[src/rtl/rf_wb_arb.sv]
// Register-file writeback arbiter: round-robin between ALU (A) and load (B) writeback.
// Optional macro RF_WB_ZERO_GUARD_EN suppresses the register-file write for register 0.
module rf_wb_arb #(
  parameter int unsigned CNT_W = 16
) (
  input  logic             clk,
  input  logic             reset,
  input  logic             hold,
  input  logic             a_valid,
  output logic             a_ready,
  input  logic [4:0]       a_reg,
  input  logic [63:0]      a_data,
  input  logic             b_valid,
  output logic             b_ready,
  input  logic [4:0]       b_reg,
  input  logic [63:0]      b_data,
  output logic [4:0]       rf_wReg,
  output logic [63:0]      rf_Data,
  output logic             rf_RegWrite,
  output logic             last_grant,
  output logic [CNT_W-1:0] conflict_cnt
);

  localparam int unsigned REG_W  = 5;
  localparam int unsigned DATA_W = 64;

  logic              we_q, we_d;
  logic [REG_W-1:0]  wreg_q, wreg_d;
  logic [DATA_W-1:0] wdata_q, wdata_d;
  logic              last_q, last_d;
  logic [CNT_W-1:0]  cnt_q, cnt_d;

  logic              live;
  logic              contend;
  logic              xfer;
  logic              commit;
  logic [REG_W-1:0]  sel_reg;
  logic [DATA_W-1:0] sel_data;

  // Grant decision: sole requester wins, contention goes to the one not granted last.
  always_comb begin
    live    = !hold && !reset;
    contend = live && a_valid && b_valid;
    a_ready = live && a_valid && (!b_valid || last_q);
    b_ready = live && b_valid && (!a_valid || !last_q);
    xfer    = a_ready || b_ready;
    sel_reg  = b_ready ? b_reg  : a_reg;
    sel_data = b_ready ? b_data : a_data;
`ifdef RF_WB_ZERO_GUARD_EN
    commit = xfer && (sel_reg != REG_W'(0));
`else
    commit = xfer;
`endif
  end

  always_comb begin
    we_d    = 1'b0;
    wreg_d  = wreg_q;
    wdata_d = wdata_q;
    last_d  = last_q;
    cnt_d   = cnt_q;
    if (commit) begin
      we_d    = 1'b1;
      wreg_d  = sel_reg;
      wdata_d = sel_data;
    end
    if (xfer) begin
      last_d = b_ready;
    end
    if (contend && (cnt_q != {CNT_W{1'b1}})) begin
      cnt_d = cnt_q + CNT_W'(1);
    end
  end

  // Reset leaves last_q=1 so A wins the first contention.
  always_ff @(posedge clk) begin
    if (reset) begin
      we_q    <= 1'b0;
      wreg_q  <= '0;
      wdata_q <= '0;
      last_q  <= 1'b1;
      cnt_q   <= '0;
    end else begin
      we_q    <= we_d;
      wreg_q  <= wreg_d;
      wdata_q <= wdata_d;
      last_q  <= last_d;
      cnt_q   <= cnt_d;
    end
  end

  assign rf_RegWrite  = we_q;
  assign rf_wReg      = wreg_q;
  assign rf_Data      = wdata_q;
  assign last_grant   = last_q;
  assign conflict_cnt = cnt_q;

endmodule
[config.mk]
export PLATFORM = sky130hd
export DESIGN_NAME = rf_wb_arb
export DESIGN_NICKNAME = d
export VERILOG_FILES = /design/src/rtl/rf_wb_arb.sv
export SDC_FILE = /design/constraint.sdc
export NUM_CORES = 1
export LEC_CHECK = 0
export CAP_MARGIN = 10
export CORE_MARGIN = 4
export CORE_UTILIZATION = 39
export CTS_BUF_LIST = sky130_fd_sc_hd__clkbuf_8 sky130_fd_sc_hd__clkbuf_16
export CTS_CLUSTER_SIZE = 10
export DETAILED_ROUTE_END_ITERATION = 6
export PLACE_DENSITY_LB_ADDON = 0.1
export SYNTH_ARGS = -nofsm -noshare
export SYNTH_HDL_FRONTEND = slang
export SYNTH_SLANG_ARGS = --single-unit
[constraint.sdc]
create_clock -name clk -period 3.6 [get_ports clk]
set_clock_uncertainty 0.05 [all_clocks]
set_input_delay 0.36 -clock clk [delete_from_list [all_inputs] [get_ports clk]]
set_output_delay 0.36 -clock clk [all_outputs]
set_load 0.05 [all_outputs]
Word level (Yosys, flattened, before mapping)
Index checks and enable logic that the tools add are counted.
{ "op_classes": {"add_sub_neg": 1, "n_eq_ne": 1, "n_mux": 3, "reduce_logical": 15} }
{ "op_table": {"columns": ["op", "count"], "rows": [
  ["64-bit two-way mux", 1],
  ["16-bit by 1-bit adder with 16-bit output, second input constant", 1],
  ["16-bit != test, second input constant", 1],
  ["1-bit logical AND", 7],
  ["1-bit zero test", 5],
  ["5-bit two-way mux", 1],
  ["1-bit logical OR", 3],
  ["1-bit two-way mux", 1]
]} }
{ "word_totals": {"reg_bits": 87} }

Longest topological paths before layout
{ "logic_depth": {"ltp_word": 6, "mapped_depth": 6, "ltp_nobuf": 5} }

Worst setup path before layout
No wires, ideal clock.
{ "synth_path": {"path_kind": "register to output", "from": "reg last_q, in the netlist last_grant", "to": "out a_ready", "t_arrival_ps": 1858, "slack_ps": 1332, "path_stages_with_launch": 5, "n_path_buf": 2, "path_cell_list": "dfxtp_1 > nand2b_1 > and3_1 > clkbuf_1 > clkbuf_1"} }
{ "synth_between": {"elab_chain_len": 2} }
{ "synth_rtl": {"columns": ["element", "line", "text"], "rows": [
  ["start, declared", "30", "logic last_q, last_d;"],
  ["start signal, assigned", "87", "last_q <= last_d;"],
  ["1-bit logical OR", "44", "a_ready = live && a_valid && (!b_valid || last_q);"],
  ["1-bit logical AND", "44", null],
  ["end, declared", "10", "output logic a_ready,"]
]} }
Every way passes these cells.

Worst setup path in the final report
{ "layout_path": {"from": "in hold", "to": "out a_ready"} }
{ "layout_between": {"elab_chain_len": 4} }
{ "layout_rtl": {"columns": ["element", "line", "text"], "rows": [
  ["start, declared", "8", "input logic hold,"],
  ["1-bit zero test", "42", "live = !hold && !reset;"],
  ["1-bit logical AND", "42", null],
  ["1-bit logical AND (2 in series)", "44", null]
]} }
Every way passes these cells.

==> flow_summary_export.csv <==
group,metric,value,unit
timing,holdWs,0.4266,ns
pwr,p_leak,2.463,nW
drt,wirelength,12350,um
global_route,grt_max_degree,45,
placed_design,place.gp.congestion,0.8017,
cts,clk_pin_slew_worst_paths,0.07,ns
cts,root_buffer,"clkbuf_8",
global_route,grt_pass1_wl,18400,um
drt,drc,0,
global_route,grt_pass1_vias,3906,
floorplan,die_y,102.9,um
synth,yosysSeqAreaShare,0.4959,
synth,syn_area_per_cell,8.566,um2
layout,antenna_cells,0,
drt,wl_met1,4439,um
timing,period_minus_slack,2.370,ns
timing,fmax,0.4219,GHz
critical_path,required,3.19,ns
critical_path,crit-reg2reg-launch,"conflict_cnt[8]$_SDFFE_PP0P_",
drt,vias,3836,
critical_path,rr_worst_depth,4,
global_route,grt_use_total,0.2212,
min_path,holdPathStages,2,
cts,clkLatencyLatePin,0.34,ns
critical_path,path_class,"input pin to output pin",
drt,wl_per_cell,16.65,um
cts,clockBufferDepth,2,
critical_path,endpoint_kind,"output pin",
status,status,"complete, no violations",
cts,cts_tree,"done",
synth,synthesis.nets,554,
min_path,worstHoldStart,"rf_Data[44]$_SDFFE_PP0P_",
synth,syn_area,3512,um2
timing,final.setup.tns,0,ns
pwr,ir_drop,0.0002673,V
min_path,min_path_type,"flop to flop",
synth,synthTopCellsByArea,"dfxtp_1 50%, nand2_1 14%, a22oi_1 13%",
timing,drv_slew,0,
cts,cts_resized,0,
synth,synth_ff_type,"dfxtp_1",
floorplan,fp-row-count,34,
layout,drive_gt1_frac,0.04574,
placed_design,port_buffers,231,
synth,synth-async-reset-ratio,0,
layout,final_nets,776,
synth,syn_inst,410,
drt,wl_met3,1360,um
synth,netlist.area_leader.share,0.4959,
critical_path,cp_data_arrival_time,1.96,ns
critical_path,rr_endpoint,"conflict_cnt[1]$_SDFFE_PP0P_",
synth,synth_cell_type_count,41,
timing,rsz0062_at_grt,"no",
cts,postCtsSetupRepairBufs,0,
floorplan,start_util,0.4027,
layout,layout_commonest_cell,"clkdlybuf4s50_1",
timing,hold_viol_final,0,
cts,htreeDepth,3,
drt,routed_via_density,5.170,
critical_path,reg2reg_slack,1.65,ns
global_route,grt_overflow,0,
cts,cts_hold_buf,0,
floorplan,die_w,102.9,um
run,max_cap_viol_count,0,
timing,relSlewSlack,0.5214,
critical_path,startpoint_type,"input pin",
synth,ys.warnings.count,0,
drt,ant_nets,0,
floorplan,dieArea,10590,um2
timing,fin_crit_sh,0.6585,
cts,cts_buffers,9,
layout,final_cell_mix,"229 x clkdlybuf4s50_1, 134 x nand2_1, 87 x dfxtp_1, 63 x a22oi_1, 12 x clkbuf_8",
cts,clkSinkCount,87,
global_route,antenna_found_initial,0,
drt,top_layer,"met4",
min_path,hold_end,"rf_Data[44]$_SDFFE_PP0P_",
critical_path,cp_max_fo,37,
layout,area_delta_synth_final,73.82,%
pwr,power_density,371.9,nW/um2
floorplan,core,8721,um2
synth,synth_edf_count,0,
synth,yosys.area.top_type,"dfxtp_1",
layout,num-fill-cells,708,
drt,wl_met2,6288,um
floorplan,io_pins,232,
synth,ys_ff_latch,87,
drt,dr.pass1.iters,4,
timing,setup_viol,0,
placed_design,dp_hpwl,9466,um
timing,tightest_slew,0.7179,ns
drt,drt-initial-drc-count,95,
-- state kept, by name, indices dropped and copies added, names as in the netlist --
name / flops
rf_RegWrite: 1
rf_Data: 64
last_grant: 1
rf_wReg: 5
conflict_cnt: 16
-- area by class of cell --
cell class	count	area [um2]	share of cell area
Timing Repair Buffer	236	2382	0.3902
Sequential cell	87	1742	0.2853
Multi-Input combinational cell	293	1657	0.2714
Clock buffer	12	165.2	0.02705
Tap cell	108	135.1	0.02214
Inverter	5	18.77	0.003074
Clock inverter	1	5.005	0.0008198
-- metal layers --
metal	global-route usage	up-vias
met3	0.08796	17
met4	0.08068	0
met5	0	-
li1	-	1886
met1	0.2301	1764
met2	0.4001	169
-- cells by family (layout without fill, tap and decap cells) --
group | count (synthesis) | after routing | share of synthesized area
simple gates | 187 | 187 | 0.2390
mux | 11 | 11 | 0.03242
fa+ha+maj | 1 | 1 | 0.003562
compound gates | 94 | 94 | 0.1927
buf+inv | 30 | 254 | 0.03634
flops | 87 | 87 | 0.4959
-- worst max path at each step --
stage                                        from                             to  slack [ns]  depth (start not counted)
after detailed placement                     hold       rf_Data[13]$_SDFFE_PP0P_        1.13                          6
after floorplan           last_grant$_SDFFE_PP1P_                        a_ready        1.33                          4
after global routing                         hold                        a_ready        1.16                          4
after CTS                                    hold                        a_ready        1.21                          4
after global placement                       hold  conflict_cnt[13]$_SDFFE_PP0P_        1.22                          5
final                                        hold                        a_ready        1.23                          4
-- worst max-delay path, stage by stage --
cell and delay, ns:
clkdlybuf4s50_1 0.48, nor2_1 0.20, and3_2 0.69, buf_12 0.22
-- synthesized netlist by cell type (3+ instances only) --
master    count
and3_1        3
or3_1         4
nand3b_1      3
or4_1         4
nand2b_1      4
mux2i_1       8
nand3_1       5
clkbuf_1     21
a22oi_1      63
nor2_1       11
o21ai_0       5
nor2b_1       3
a21oi_1       9
inv_1         5
a211oi_1      3
nor3_1        5
o31ai_1       5
dfxtp_1      87
nand2_1     134
mux2_1        3
-- per-stage QoR --
| stage | instance area (um2) | power [mW] | std cells | util | worst slack (ns) |
|---|---|---|---|---|---|
| final | 6105 | 2.270 | 742 | 0.7000 | 1.230 |
| after global routing | 6105 | 2.361 | 742 | 0.7000 | 1.157 |
| after floorplan | 3512 | 1.367 | 410 | - | 1.332 |
| after detailed placement | 5934 | 1.677 | 729 | 0.6805 | 1.132 |
| after global placement | 5934 | 1.667 | 729 | 0.6805 | 1.218 |
| after CTS | 6105 | 2.289 | 742 | 0.7000 | 1.209 |
-- where the power goes --
group,total (mW),switching (mW),internal (mW)
registers,1.05,0.0319,1.02
logic,0.602,0.329,0.273
clock network,0.616,0.320,0.296
No activity file was read; power rests on OpenSTA's default activity.
